<file path="src/rtl/reflet_mem_byte_bridge.sv">
// reflet_mem_byte_bridge: runs one CPU word load/store as a sequence of byte cycles on an 8-bit synchronous RAM.
// Latency: store ready N+1 cycles after the req cycle, load ready N+2 (N = bytes in the access).
// Backpressure: no queue; req is sampled only in IDLE and requests arriving while busy are dropped.
// Optional: define REFLET_BRIDGE_ALIGN_CHECK_EN to reject misaligned multi-byte accesses with align_err.
module reflet_mem_byte_bridge #(
  parameter int wordsize = 16,
  parameter int addrsize = 16
) (
  input  logic                clk,
  input  logic                reset,
  input  logic                req,
  input  logic                write_en,
  input  logic [1:0]          size_bits,
  input  logic [addrsize-1:0] addr,
  input  logic [wordsize-1:0] data_in,
  output logic [wordsize-1:0] data_out,
  output logic                busy,
  output logic                ready,
  output logic                align_err,
  output logic [addrsize-1:0] ram_addr,
  output logic [7:0]          ram_data_out,
  output logic                ram_write_en,
  input  logic [7:0]          ram_data_in
);

  localparam logic [3:0] WBYTES = 4'(wordsize / 8);

  typedef enum logic [1:0] {IDLE, XFER, RTAIL, DONE} state_t;

  state_t              state;
  logic [3:0]          count;
  logic [3:0]          nbytes;
  logic [3:0]          req_n;
  logic                is_store;
  logic [wordsize-1:0] wdata;
  logic [wordsize-1:0] rdata;
  logic                req_misaligned;

  // Byte count of the incoming request, clipped to the CPU word width.
  always_comb begin
    req_n = WBYTES;
    case (size_bits)
      2'b00:   req_n = WBYTES;
      2'b01:   req_n = (WBYTES < 4'd4) ? WBYTES : 4'd4;
      2'b10:   req_n = (WBYTES < 4'd2) ? WBYTES : 4'd2;
      default: req_n = 4'd1;
    endcase
  end

`ifdef REFLET_BRIDGE_ALIGN_CHECK_EN
  // N is a power of two, so N-1 on three bits is the offset mask (N=8 wraps to 7).
  assign req_misaligned = ((3'(addr) & (req_n[2:0] - 3'd1)) != 3'd0);
`else
  // Unaligned accesses simply run byte by byte with address wrap-around.
  assign req_misaligned = 1'b0;
`endif

  // Transfer sequencer; every interface output is a register.
  always_ff @(posedge clk or negedge reset) begin
    if (!reset) begin
      state        <= IDLE;
      count        <= 4'd0;
      nbytes       <= 4'd0;
      is_store     <= 1'b0;
      wdata        <= '0;
      rdata        <= '0;
      data_out     <= '0;
      busy         <= 1'b0;
      ready        <= 1'b0;
      align_err    <= 1'b0;
      ram_addr     <= '0;
      ram_data_out <= 8'd0;
      ram_write_en <= 1'b0;
    end else begin
      ready     <= 1'b0;
      align_err <= 1'b0;
      case (state)
        IDLE: begin
          if (req) begin
            if (req_misaligned) begin
              state     <= DONE;
              ready     <= 1'b1;
              align_err <= 1'b1;
            end else begin
              // Byte 0 is presented to the RAM in the first XFER cycle.
              state        <= XFER;
              busy         <= 1'b1;
              count        <= 4'd0;
              nbytes       <= req_n;
              is_store     <= write_en;
              ram_addr     <= addr;
              ram_write_en <= write_en;
              ram_data_out <= data_in[7:0];
              wdata        <= data_in >> 8;
              rdata        <= '0;
            end
          end
        end
        XFER: begin
          // RAM read data lags the address by one cycle, so collect byte count-1.
          if (!is_store && count != 4'd0)
            rdata <= rdata | (wordsize'(ram_data_in) << {count - 4'd1, 3'b000});
          if (count == nbytes - 4'd1) begin
            ram_write_en <= 1'b0;
            if (is_store) begin
              state <= DONE;
              busy  <= 1'b0;
              ready <= 1'b1;
            end else begin
              state <= RTAIL;
            end
          end else begin
            count        <= count + 4'd1;
            ram_addr     <= ram_addr + addrsize'(1);
            ram_data_out <= wdata[7:0];
            wdata        <= wdata >> 8;
          end
        end
        RTAIL: begin
          // Final byte arrives now; untouched upper bytes of rdata are already zero.
          data_out <= rdata | (wordsize'(ram_data_in) << {count, 3'b000});
          state    <= DONE;
          busy     <= 1'b0;
          ready    <= 1'b1;
        end
        DONE: begin
          state <= IDLE;
        end
        default: begin
          state <= IDLE;
        end
      endcase
    end
  end

endmodule

</file>
<file path="config.mk">
export PLATFORM = sky130hd
export DESIGN_NAME = reflet_mem_byte_bridge
export DESIGN_NICKNAME = d
export VERILOG_FILES = /design/src/rtl/reflet_mem_byte_bridge.sv
export SDC_FILE = /design/constraint.sdc
export NUM_CORES = 1
export LEC_CHECK = 0
export CAP_MARGIN = 20
export CORE_AREA = 10 10 99 101
export DETAILED_ROUTE_END_ITERATION = 16
export DIE_AREA = 0 0 109 111
export PLACE_DENSITY = 0.78
export SETUP_SLACK_MARGIN = 0.1
export SKIP_LAST_GASP = 1
export SLEW_MARGIN = 20
export SYNTH_ARGS = -nofsm -noshare
export SYNTH_HDL_FRONTEND = slang
export SYNTH_SLANG_ARGS = --single-unit
</file>
<file path="constraint.sdc">
create_clock -name clk -period 3.14 [get_ports clk]
set_input_delay 0.471 -clock clk [delete_from_list [all_inputs] [get_ports clk]]
set_output_delay 0.471 -clock clk [all_outputs]
set_load 0.02 [all_outputs]
</file>
==> impl_metrics.json <==
{
  "grt_pass1_wl_um": 15900,
  "power_leakage_nw": 2.10,
  "max_clock_freq_ghz": 0.404,
  "clk_path_buf_depth": 2,
  "seq_area_um2": 1900,
  "synthCells": 382,
  "rsz0062_at_grt": "false",
  "finClkSkew_ns": 0.00790,
  "nets": 513,
  "setup_viol": 0,
  "initial_core_util_pct": 47.7,
  "multiInputGateArea_um2": 1740,
  "setup_slack_ns": 0.665,
  "ioPinCount": 90,
  "grt_use_total_pct": 15.7,
  "hold_viol": 0,
  "antenna_found_initial": 0,
  "cts-resized-gates": 0,
  "maxCapViolations": 0,
  "cp_cell_sequence": "inv_1, ha_1, nor3b_1, o22ai_1, and3_1, nor4b_4, a22o_1",
  "port_buffers": 88,
  "ys_ff_latch": 76,
  "drt-wirelength-per-cell_um": 16.7,
  "synth-edff-count": 0,
  "core_um2": 7970,
  "via_per_inst": 5.66,
  "syn_area_per_cell_um2": 9.94,
  "ys_seq_area_share_pct": 50.1,
  "endpoint_kind": "flip-flop",
  "htreeDepth": 3,
  "grt-ovfl-total": 0,
  "max_slew_margin_pct": 36.8,
  "p_per_area_nw_per_um2": 1150,
  "cts_tree": "done",
  "yosys_warnings": 0,
  "path_class": "flip-flop to flip-flop",
  "drc": 0,
  "use_met3_pct": 6.34,
  "outcome": "completed",
  "dr.pass1.iters": 4,
  "grt.busiest_layer": "met2",
  "die_area_um2": 12100,
  "final.fill_count": 655,
  "tns_ns": 0,
  "worst-path-max-fanout": 9,
  "async_flop_share_pct": 100,
  "period_needed_ns": 2.47,
  "dieWidth_um": 109,
  "die_y_um": 111,
  "netlist_area_um2": 3800,
  "yosysUniqueCellTypes": 60,
  "clock_latency_ns": 0.34,
  "reg2reg_setup_slack_ns": 0.67,
  "grtUsageMet1_pct": 20.8,
  "hold_path_class": "input pin to async pin",
  "cts_hold_buf": 0,
  "wl_um": 9480,
  "antenna_cells": 0,
  "slowest_stage": "dfrtp_1",
  "grt_max_degree": 77,
  "cp.arrival_ns": 2.75,
  "preCtsSetupSlack_ns": 0.605,
  "num_rows": 33,
  "slew_viol_final": 0,
  "first_iter_violations": 204,
  "grtUsageMet2_pct": 24.0,
  "final_layout_size_suffix_gt1_share_pct": 7.56,
  "place_hpwl_um": 6840,
  "synth_ff_type": "dfrtp_1",
  "fin_crit_sh_pct": 78.8,
  "critical_path.top_delay_family": "simple AND/OR/NAND/NOR gates",
  "worstSetupStartpointType": "flip-flop",
  "cts_setup_buffers": 0,
  "grt_pass1_vias": 3225,
  "root_buffer": "clkbuf_8",
  "clk_pin_slew_ns": 0.08,
  "final_antenna_net_count": 0,
  "critPathBufInv": 1,
  "critical_path_required_ns": 3.41,
  "cts_buffers": 9,
  "worstMarginPinSlew_ns": 0.948,
  "cts_num_sinks": 76,
  "syn_to_final_growth_pct": 30.8,
  "synth_nets": 437,
  "place_congestion": 0.855,
  "max_stage_delay_ns": 0.56,
  "num_vias": 3216,
  "vdd.ir_drop.worst_mv": 0.591
}
-- metrics by stage --
| step | hold slack, ns | instances | area (µm²) | utilization [%] | power [W] |
|---|---|---|---|---|---|
| 2_1_floorplan | 0.175 | 382 | 3800 | - | 0.00376 |
| 3_3_place_gp | 0.463 | 552 | 4720 | 59.2 | 0.00473 |
| 3_5_place_dp | 0.476 | 552 | 4720 | 59.2 | 0.00481 |
| 4_1_cts | 0.314 | 568 | 4970 | 62.3 | 0.00575 |
| 5_1_grt | 0.348 | 568 | 4970 | 62.3 | 0.00615 |
| 6_report | 0.270 | 568 | 4970 | 62.3 | 0.00570 |
-- path summary, 6_finish.rpt --
kind | startpoint | to | depth (start not counted)
max in group asynchronous | reset | wdata[5] | 1
min reg2reg | busy | busy | 2
min | reset | data_out[11] | 1
max reg2reg | count[0] | rdata[8] | 7
min in group clk | busy | busy | 2
max | count[0] | rdata[8] | 7
-- routing by layer --
layer / part of all wire [%] / routed length, µm
met2: 46 / 4370
met5: 0 / 0
met3: 9.9 / 942
met1: 44 / 4120
met4: 0.41 / 39
-- cell usage after synthesis, drive strengths merged (3+ instances only) --
master	instances	area [µm²]
a21oi	48	240
o21ai	22	118
nor3	4	25.0
a31oi	12	75.1
xor2	3	33.8
nor2	34	128
and2	3	18.8
nand2	32	120
buf	14	77.6
inv	9	33.8
o22ai	9	56.3
and3	7	48.8
mux2i	12	120
a2bb2oi	4	35.0
and4	3	26.3
nand3	9	45.0
clkbuf	13	48.8
a22o	16	140
nand4	6	37.5
dfrtp	76	1900
ha	9	113
-- registers in the layout, indices dropped and copies added (netlist names), 2 cells and up --
register      cells
count             4
data_out         16
nbytes            2
ram_addr         16
ram_data_out      8
rdata            16
state             2
wdata             8
-- cell type report --
| class | instances | share of cell area (%) |
|---|---|---|
| multi-input cells | 270 | 35.1 |
| repair buffers | 92 | 18.3 |
| flip-flops and latches | 76 | 38.3 |
| inverters | 9 | 0.680 |
| clock buffers | 11 | 2.85 |
| clock inverters | 5 | 2.17 |
| well taps | 105 | 2.64 |
-- logic make-up (layout without fill, tap and decap cells) --
logic type | count (synthesis) | after routing | synth area share [%]
compound gates | 133 | 133 | 23.1
simple gates | 109 | 109 | 14.8
flops | 76 | 76 | 50.1
buf+inv | 36 | 117 | 4.22
mux | 13 | 13 | 3.46
fa+ha+maj | 9 | 9 | 2.96
xor+xnor | 5 | 5 | 1.35
other cells | 1 | 1 | 0.0987
-- layout by cell type (no fill, tap or decap), types with 6 or more instances in the layout --
cell type	n
inv_1	9
nand3_1	9
dfrtp_1	76
nor2_1	33
o21ai_0	18
nand4_1	6
a22o_1	16
o22ai_1	9
a21oi_1	48
clkdlybuf4s50_1	87
a31oi_1	12
and3_1	6
mux2i_1	12
nand2_1	32
clkbuf_8	10
ha_1	7
-- power breakdown --
part | leakage (nW) | internal, W | total (W) | switching (W)
clock | 0.124 | 0.000554 | 0.000912 | 0.000358
sequential | 0.940 | 0.00144 | 0.00182 | 0.000383
combinational | 1.04 | 0.00130 | 0.00297 | 0.00167
total | 2.10 | 0.00329 | 0.00570 | 0.00241
(Power assumes the default switching activity.)
